===== src/rtl/riscv_pkg.sv =====
// riscv_pkg: shared core constants and the fetch FSM state type.
package riscv_pkg;
    localparam int XLEN = 32;
    localparam int ILEN = 32;
    localparam logic [XLEN-1:0] RESET_PC = 32'h0000_0000;

    typedef enum logic [1:0] {BOOT, RUN, FLUSH} fetch_state_t;
endpackage


===== src/rtl/fetch_unit_if.sv =====
// fetch_unit_if: imem request/response, redirect and decode hand-off signals of the fetch stage.
interface fetch_unit_if #(parameter int XLEN = riscv_pkg::XLEN);
    logic                       imem_req_valid;
    logic                       imem_req_ready;
    logic [XLEN-1:0]            imem_req_addr;
    logic                       imem_rsp_valid;
    logic [riscv_pkg::ILEN-1:0] imem_rsp_data;
    logic                       redirect_valid;
    logic [XLEN-1:0]            redirect_target;
    logic                       instr_valid;
    logic                       instr_ready;
    logic [riscv_pkg::ILEN-1:0] instr;
    logic [XLEN-1:0]            instr_pc;
    logic                       misaligned;

    modport master (
        output imem_req_valid, imem_req_addr, instr_valid, instr, instr_pc, misaligned,
        input  imem_req_ready, imem_rsp_valid, imem_rsp_data, redirect_valid, redirect_target, instr_ready
    );
    modport slave (
        input  imem_req_valid, imem_req_addr, instr_valid, instr, instr_pc, misaligned,
        output imem_req_ready, imem_rsp_valid, imem_rsp_data, redirect_valid, redirect_target, instr_ready
    );
endinterface


===== src/rtl/fetch_fifo.sv =====
// fetch_fifo: small synchronous FIFO with flush; accepts a push while full if the head pops that cycle.
module fetch_fifo #(
    parameter int DEPTH = 2,
    parameter int WIDTH = 64
) (
    input  logic                         clk,
    input  logic                         rst_n,
    input  logic                         push,
    input  logic                         pop,
    input  logic                         flush,
    input  logic [WIDTH-1:0]             din,
    output logic [WIDTH-1:0]             dout,
    output logic [$clog2(DEPTH+1)-1:0]   count,
    output logic                         full,
    output logic                         empty
);
    localparam int AW = $clog2(DEPTH);
    localparam int CW = $clog2(DEPTH + 1);

    logic [WIDTH-1:0] mem [DEPTH];
    logic [AW-1:0]    rd_ptr, wr_ptr;
    logic             do_push, do_pop;

    assign full    = count == CW'(DEPTH);
    assign empty   = count == '0;
    assign do_pop  = pop && !empty;
    assign do_push = push && (!full || do_pop);
    assign dout    = mem[rd_ptr];

    always_ff @(posedge clk or negedge rst_n) begin
        if (!rst_n) begin
            rd_ptr <= '0;
            wr_ptr <= '0;
            count  <= '0;
            for (int i = 0; i < DEPTH; i++) mem[i] <= '0;
        end else if (flush) begin
            rd_ptr <= '0;
            wr_ptr <= '0;
            count  <= '0;
        end else begin
            if (do_push) begin
                mem[wr_ptr] <= din;
                wr_ptr      <= wr_ptr + AW'(1);
            end
            if (do_pop) rd_ptr <= rd_ptr + AW'(1);
            count <= count + CW'(do_push) - CW'(do_pop);
        end
    end
endmodule


===== src/rtl/fetch_unit.sv =====
// fetch_unit: PC, credit-limited in-order imem requests, stale-response discard and decode FIFO.
module fetch_unit #(
    parameter int              XLEN     = riscv_pkg::XLEN,
    parameter logic [XLEN-1:0] RESET_PC = riscv_pkg::RESET_PC,
    parameter int              DEPTH    = 2
) (
    input logic          clk,
    input logic          rst_n,
    fetch_unit_if.master bus
);
    import riscv_pkg::*;

    localparam int CW = $clog2(DEPTH + 1);
    localparam int EW = ILEN + XLEN;

    fetch_state_t    state;
    logic [XLEN-1:0] pc;
    logic [CW-1:0]   outstanding, out_next, fifo_count;
    logic [EW-1:0]   head;
    logic            hs, rsp, redirect, push, fifo_full, fifo_empty, misaligned_q;

    assign redirect = bus.redirect_valid && state != BOOT;
    assign hs       = bus.imem_req_valid && bus.imem_req_ready;
    assign rsp      = bus.imem_rsp_valid;
    assign out_next = outstanding + CW'(hs) - CW'(rsp);
    // In FLUSH every in-flight request is stale, so outstanding doubles as the discard count.
    assign push     = rsp && state == RUN && !redirect;

    assign bus.imem_req_valid = state == RUN && !fifo_full && int'(outstanding) + int'(fifo_count) < DEPTH;
    assign bus.imem_req_addr  = pc;
    assign bus.instr_valid    = !fifo_empty;
    assign {bus.instr, bus.instr_pc} = head;
    assign bus.misaligned     = misaligned_q;

    // Responses return in order, so the oldest in-flight request sits outstanding words behind pc.
    fetch_fifo #(.DEPTH(DEPTH), .WIDTH(EW)) u_fifo (
        .clk   (clk),
        .rst_n (rst_n),
        .push  (push),
        .pop   (bus.instr_valid && bus.instr_ready),
        .flush (redirect),
        .din   ({bus.imem_rsp_data, pc - (XLEN'(outstanding) << 2)}),
        .dout  (head),
        .count (fifo_count),
        .full  (fifo_full),
        .empty (fifo_empty)
    );

    always_ff @(posedge clk or negedge rst_n) begin
        if (!rst_n) begin
            state        <= BOOT;
            pc           <= RESET_PC;
            outstanding  <= '0;
            misaligned_q <= 1'b0;
        end else begin
            outstanding  <= out_next;
            misaligned_q <= redirect && bus.redirect_target[1:0] != 2'b00;
            if (redirect) begin
                pc    <= {bus.redirect_target[XLEN-1:2], 2'b00};
                state <= out_next == '0 ? RUN : FLUSH;
            end else begin
                if (hs) pc <= pc + XLEN'(4);
                if (state == BOOT || (state == FLUSH && out_next == '0)) state <= RUN;
            end
        end
    end
endmodule

===== src/flat_wrapper.sv =====
// flat-port wrapper written by rule: the top's interface ports become plain ports
module fetch_unit_flat import riscv_pkg::*;
#(
    parameter int              XLEN     = riscv_pkg::XLEN,
    parameter logic [XLEN-1:0] RESET_PC = riscv_pkg::RESET_PC,
    parameter int              DEPTH    = 2
)
  (clk, rst_n, bus_imem_req_valid, bus_imem_req_addr, bus_instr_valid, bus_instr, bus_instr_pc, bus_misaligned, bus_imem_req_ready, bus_imem_rsp_valid, bus_imem_rsp_data, bus_redirect_valid, bus_redirect_target, bus_instr_ready);
  fetch_unit_if #(.XLEN(XLEN)) bus_i ();
  input logic clk;
  input logic rst_n;
  output wire logic [$bits(bus_i.imem_req_valid)-1:0] bus_imem_req_valid;
  output wire logic [$bits(bus_i.imem_req_addr)-1:0] bus_imem_req_addr;
  output wire logic [$bits(bus_i.instr_valid)-1:0] bus_instr_valid;
  output wire logic [$bits(bus_i.instr)-1:0] bus_instr;
  output wire logic [$bits(bus_i.instr_pc)-1:0] bus_instr_pc;
  output wire logic [$bits(bus_i.misaligned)-1:0] bus_misaligned;
  input wire logic [$bits(bus_i.imem_req_ready)-1:0] bus_imem_req_ready;
  input wire logic [$bits(bus_i.imem_rsp_valid)-1:0] bus_imem_rsp_valid;
  input wire logic [$bits(bus_i.imem_rsp_data)-1:0] bus_imem_rsp_data;
  input wire logic [$bits(bus_i.redirect_valid)-1:0] bus_redirect_valid;
  input wire logic [$bits(bus_i.redirect_target)-1:0] bus_redirect_target;
  input wire logic [$bits(bus_i.instr_ready)-1:0] bus_instr_ready;
  assign bus_imem_req_valid = bus_i.imem_req_valid;
  assign bus_imem_req_addr = bus_i.imem_req_addr;
  assign bus_instr_valid = bus_i.instr_valid;
  assign bus_instr = bus_i.instr;
  assign bus_instr_pc = bus_i.instr_pc;
  assign bus_misaligned = bus_i.misaligned;
  assign bus_i.imem_req_ready = bus_imem_req_ready;
  assign bus_i.imem_rsp_valid = bus_imem_rsp_valid;
  assign bus_i.imem_rsp_data = bus_imem_rsp_data;
  assign bus_i.redirect_valid = bus_redirect_valid;
  assign bus_i.redirect_target = bus_redirect_target;
  assign bus_i.instr_ready = bus_instr_ready;
  fetch_unit #(.XLEN(XLEN), .RESET_PC(RESET_PC), .DEPTH(DEPTH)) u_core (.clk(clk), .rst_n(rst_n), .bus(bus_i));
endmodule

===== config.mk =====
export PLATFORM = sky130hd
export DESIGN_NAME = fetch_unit_flat
export DESIGN_NICKNAME = d
export VERILOG_FILES = /design/src/rtl/riscv_pkg.sv /design/src/rtl/fetch_unit_if.sv /design/src/rtl/fetch_fifo.sv /design/src/rtl/fetch_unit.sv /design/src/flat_wrapper.sv
export SDC_FILE = /design/constraint.sdc
export NUM_CORES = 1
export LEC_CHECK = 0
export ABC_AREA = 1
export CAP_MARGIN = 25
export CORE_UTILIZATION = 59
export DETAILED_ROUTE_END_ITERATION = 16
export MAX_ROUTING_LAYER = met4
export PLACE_DENSITY = 0.9
export REMOVE_ABC_BUFFERS = 1
export SYNTH_ARGS = -nofsm -noshare
export SYNTH_HDL_FRONTEND = slang
export SYNTH_HIERARCHICAL = 1
export SYNTH_SLANG_ARGS = --single-unit
export TNS_END_PERCENT = 5

===== constraint.sdc =====
create_clock -name clk -period 3.77 [get_ports clk]
set_input_delay 0.5655 -clock clk [delete_from_list [all_inputs] [get_ports clk]]
set_output_delay 0.5655 -clock clk [all_outputs]
set_load 0.03 [all_outputs]

# After elaboration in Yosys (flattened, before gate mapping)
# Cells that the tools add are included.
# totals
ff_bits	169
elab_cells	71
ramBits	0
latch_bits	0
romBits	0
inputBits	70
output_inout_bits	99
mem_count	0
# classes
muxes	16
eq_ne	3
multipliers	0
addsub	9
div	0
n_shift	0
n_bitwise	3
reduce_logical	27
n_lt_le_gt_ge	4
# op_table
cell	n
$mux 64	4
$bwmux 128	1
$demux 64 s1	1
$mux 32	2
$add 32x3->32 const B	1
$lt 32x3->1 const B	1
$sub 32x4->32	1
$logic_and 1x1->1	12
$reduce_bool 2->1	6
$mux 2	4
$logic_not 2->1	3
$add 2x1->2	2
$eq 2x2->1 const B	2
$ge 2x2->1 const B	2
$mux 1	4
$not 1->2	2
$sub 2x1->2	2
$add 2x2->3	1
$logic_not 1->1	3
$add 1x1->1 const B	2
$eq 2x1->1 const B	1
$logic_or 1x1->1	2
$lt 2x1->1 const B	1
$reduce_and 2->1	1
$not 1->1	1

# Longest topological paths before layout
# logic_depth
ltp_word	12
ltp_mapped	13
depth_no_buf	13

# Hierarchy
# Netlist, hierarchy kept.
# modules_own_cells
module	instances	cells_each	seq_area_each_um2	area_per_inst_um2
fetch_fifo	1	811	3303.2	6675.2
fetch_unit	1	580	875.8	3454.6

# Worst setup path before layout
# Ideal clock, no wire load.
# synth_path
path_kind	flip-flop to flip-flop
from	register u_core.u_fifo.count[0]
to	register u_core.state[1]
setup_ps	120
period_less_slack_ps	2478
setup_slack_ps	1292
n_path_buf	0
required_ps	3650
t_arrival_ps	2358
path_stages_with_launch	14
cell_sequence	dfrtp_1 > nand2_1 > inv_1 > fa_1 > nor2_1 > nand4_2 > ha_1 > inv_1 > ha_1 > xor2_1 > xor2_1 > nand2_1 > o21ai_0 > inv_1
# synth_between
elab_chain_cells	11
elab_cells_between_ends	15
cone_classes	add/sub: 3; order compare: 1; eq/ne: 1; mux: 2; reduce/logical: 8
# synth_lines
element	line_no	text
start: declaration	fetch_fifo.sv:13	output logic [$clog2(DEPTH+1)-1:0] count,
start signal: assignment	fetch_fifo.sv:46	count <= count + CW'(do_push) - CW'(do_pop);
branches (longest 3 deep; another with $lt 32x3->1)	-	
$logic_and 1x1->1 (*)	fetch_unit.sv:29	assign bus.imem_req_valid = state == RUN && !fifo_full && int'(outstanding) + int'(fifo_count) < DEPTH;
$logic_and 1x1->1 (*)	fetch_unit.sv:23	assign hs = bus.imem_req_valid && bus.imem_req_ready;
$add 2x1->2 (*)	fetch_unit.sv:25	assign out_next = outstanding + CW'(hs) - CW'(rsp);
$sub 2x1->2 (*)	fetch_unit.sv:25	
$logic_not 2->1 (*)	fetch_unit.sv:60, fetch_unit.sv:63	
$logic_and 1x1->1	fetch_unit.sv:63	if (state == BOOT || (state == FLUSH && out_next == '0)) state <= RUN;
$logic_or 1x1->1	fetch_unit.sv:63	
$reduce_bool 2->1 (no line)	-	
end signal: assignment	fetch_unit.sv:60	state <= out_next == '0 ? RUN : FLUSH;
end: declaration	fetch_unit.sv:16	fetch_state_t state;
# Mark *: on every way between the ends.
# A chain may end at the register's enable or synchronous reset.

# Worst setup path in the final report
# layout_path
from	register u_core.u_fifo.rd_ptr
to	output bus_instr_pc[23]
# layout_between
elab_chain_cells	4
# layout_lines
element	line_no	text
start: declaration	fetch_fifo.sv:21	logic [AW-1:0] rd_ptr, wr_ptr;
start signal: assignment	fetch_fifo.sv:45	if (do_pop) rd_ptr <= rd_ptr + AW'(1);
$not 1->2 (not written as such)	fetch_fifo.sv:28	assign dout = mem[rd_ptr];
$mux 64 (not written as such) (3 in a row)	fetch_fifo.sv:28	
end: declaration	flat_wrapper.sv:16	output wire logic [$bits(bus_i.instr_pc)-1:0] bus_instr_pc;
# Every way passes these cells. The select of a mux whose other input is x is not followed.

==> out/summary.txt <==
Status: finished, final reports clean
Req. time, crit path: 3200 ps
RSZ-0062 raised after global routing: no
Largest area contributor in the netlist: dfrtp_1
Post-route non-filler standard cell count: 1736
CP arrival: 2530 ps
Vias in the first global route: 8980
Max VDD drop: 0.527 mV
Placed Cells incl. Taps: 1704
First-pass DRT Iterations: 5
Period Utilization, post-route: 82.0%
FF-to-FF End: u_core/state[1]
Yosys cell types: 38
Io pins: 169
Synth warn: 6
Via Count: 9699
Core Region: 16700 um2
Final WL: 26.1 mm
CTS Buf Count: 17
Layout cells sized above 1: 8.91%
Crit path from: u_core/u_fifo/rd_ptr
Largest net degree at the start of global routing: 66
Max capacitance violation total: 0
Reg2reg start: u_core/u_fifo/count[0]
R2R depth: 13
Number of placement rows: 47
Post-route cell area: 12100 um2
Crit. End Element: primary output
Ant diodes: 0
GRT met1 Usage: 41.3%
Combinational share of power: 48.6%
Vias per cell: 5.59
CP bufs+invs: 3
Final hold violations: 0
Met3 Usage GRT: 3.98%
Min setup slack post-route: 679 ps
Worst clock skew: 11.9 ps
Sequential share of power: 33.8%
P_sw: 4.25 mW
Cts hold-fix bufs: 0
Cts repair resizes: 0
Top Family by Delay on Critical Path: buffers and inverters
Initial core utilization: 60.7%
Dpl hpwl: 17.1 mm
Count leader, synth: nand2_1
Worst slew pin tran: 836 ps
Synthesized instance count: 1391
Cell area after technology mapping: 10100 um2
Clk root buf: clkbuf_16
Commonest cells in the netlist: 589 x nand2_1, 167 x dfrtp_1, 137 x nand4_1, 132 x nor2_1, 59 x inv_1
Sum of negative setup slack: 0 ps
Placed inst area: 11500 um2
Utilization after layout: 72.3%
GRT met2 Usage: 49.7%
Initial DRC count: 820
Slowest-stage cell, CP: clkdlybuf4s50_1
# port buffers: 166
Initial antenna violation count: 0
Largest fanout on the critical path: 33
Synth Flop Type: dfrtp_1
Crit start category: flip-flop
GRT overflow: 0
Hold Path Class: in2async
Final ANT Viol Nets: 0
Die ar.: 17700 um2
Max-slew headroom: 43.8%
Worst skew pair latency: 430 ps
Clock slew at reported path FFs: 60 ps
Slew Viols, Final: 0
Final setup vio count: 0
WL/cell: 15.0 um
Gr busiest metal: met2
Hold_ws: 91.5 ps
Die Wd: 133 um
Crit Path Class: reg2out
FF-to-FF setup slack: 950 ps
Post-synth EDFFs: 0
P_leak: 6.08 nW
Drt drc: 0
Critical path's largest stage delay: 690 ps
Worst slack, placed: 989 ps
Top-area cell type share of the netlist area: 41.3%
CTS tree: yes
Cell internal pwr: 5.03 mW
Total GRT Usage: 31.2%
Power density cells: 768 nW/um2
Min cycle time layout: 3090 ps
Async set or reset register ratio after synthesis: 100%
Clock Power Share: 17.6%
Total Power: 9.28 mW
Longest Clk Path Bufs: 2
Die Y: 133 um
Final nets: 1582
#FFs+latches synth: 167
Switch share: 45.8%
Syn Area/Cell: 7.28 um2
Post-CTS Setup Inserts: 0
Register area share after synthesis: 41.3%
Most used cell, CP: nand2_1
Fmax achieved: 0.324 GHz
P&R area growth vs syn: 19.2%
Critical-path cell list: inv_2 -> buf_4 -> nand2_1 -> nand2_1 -> clkdlybuf4s50_1
H-tree levels: 4
RD Place Congestion: 0.950
Top post-synthesis cells by area: dfrtp_1 41%, nand2_1 22%, nand4_1 8.5%, nor2_1 4.9%, nand2_2 3.4%
Global-route wire length before repair: 43.1 mm
# clock sinks: 167
[power by group through the flow]
stage | Clock, mW | Combinational (mW) | Sequential (mW)
final | 1.63 | 4.51 | 3.13
after global routing | 1.71 | 4.93 | 3.22
after CTS | 1.65 | 4.50 | 3.12
after detailed placement | 0 | 4.46 | 3.14
after global placement | 0 | 4.36 | 3.12
after floorplan | 0 | 2.57 | 3.28
[registers in the layout (all words and copies together) (netlist names)]
name and count:
u_core/u_fifo/mem 128, u_core/u_fifo/wr_ptr 1, u_core/bus.misaligned 1, u_core/bus.imem_req_addr 30, u_core/state 2, u_core/u_fifo/count 2
u_core/u_fifo/rd_ptr 1, u_core/outstanding 2
[kinds of logic after synthesis]
logic type,Yosys count,share of synthesized area [%]
buffers and inverters,159,9.33
XOR/XNOR,27,2.33
adder cells (fa/ha/maj),9,1.26
AND/OR/NAND/NOR,990,43.8
AO/OA/AOI/OAI,38,2.01
flip-flops,167,41.3
other,1,0.0370
[worst max path at each step]
stage	endpoint	slack [ps]	cells past startpoint
after global placement	u_core/state[1]	1050	13
after global routing	bus_instr_pc[18]	540	5
after detailed placement	u_core/state[1]	990	13
final	bus_instr_pc[23]	680	5
after CTS	bus_instr_pc[24]	660	5
after floorplan	u_core/u_fifo/mem[84]	-3400	6
[metal layers]
metal | up-vias | wire, um
met2 | 487 | 12500
met5 | - | 0
met1 | 4491 | 10900
met3 | 43 | 2140
met4 | 0 | 545
li1 | 4678 | -
[cell type report]
cell class	count	area (um2)
clock buffer	21	450
inverter	66	248
timing repair buffer	181	1790
multi-input combinational	1070	5030
fill	1330	4630
clock inverter	11	100
tap	220	275
sequential	167	4180
[layout by cell type, fill, tap and decap left out, types with 3 or more instances in the layout]
cell type / count
ha_1: 7
clkbuf_16: 17
dfrtp_1: 166
nor2_1: 131
conb_1: 6
inv_2: 8
o21ai_1: 6
o22ai_1: 3
clkbuf_1: 3
nor2_2: 7
nand2_2: 55
xor2_1: 26
nand4_1: 137
clkdlybuf4s50_1: 165
nand3_4: 3
a21oi_1: 11
nor3_1: 4
o21ai_0: 14
nor2_4: 9
clkinv_4: 3
clkinv_2: 4
inv_1: 58
nand3_1: 47
nand2_1: 589
buf_4: 14
(Power assumes the default switching activity.)
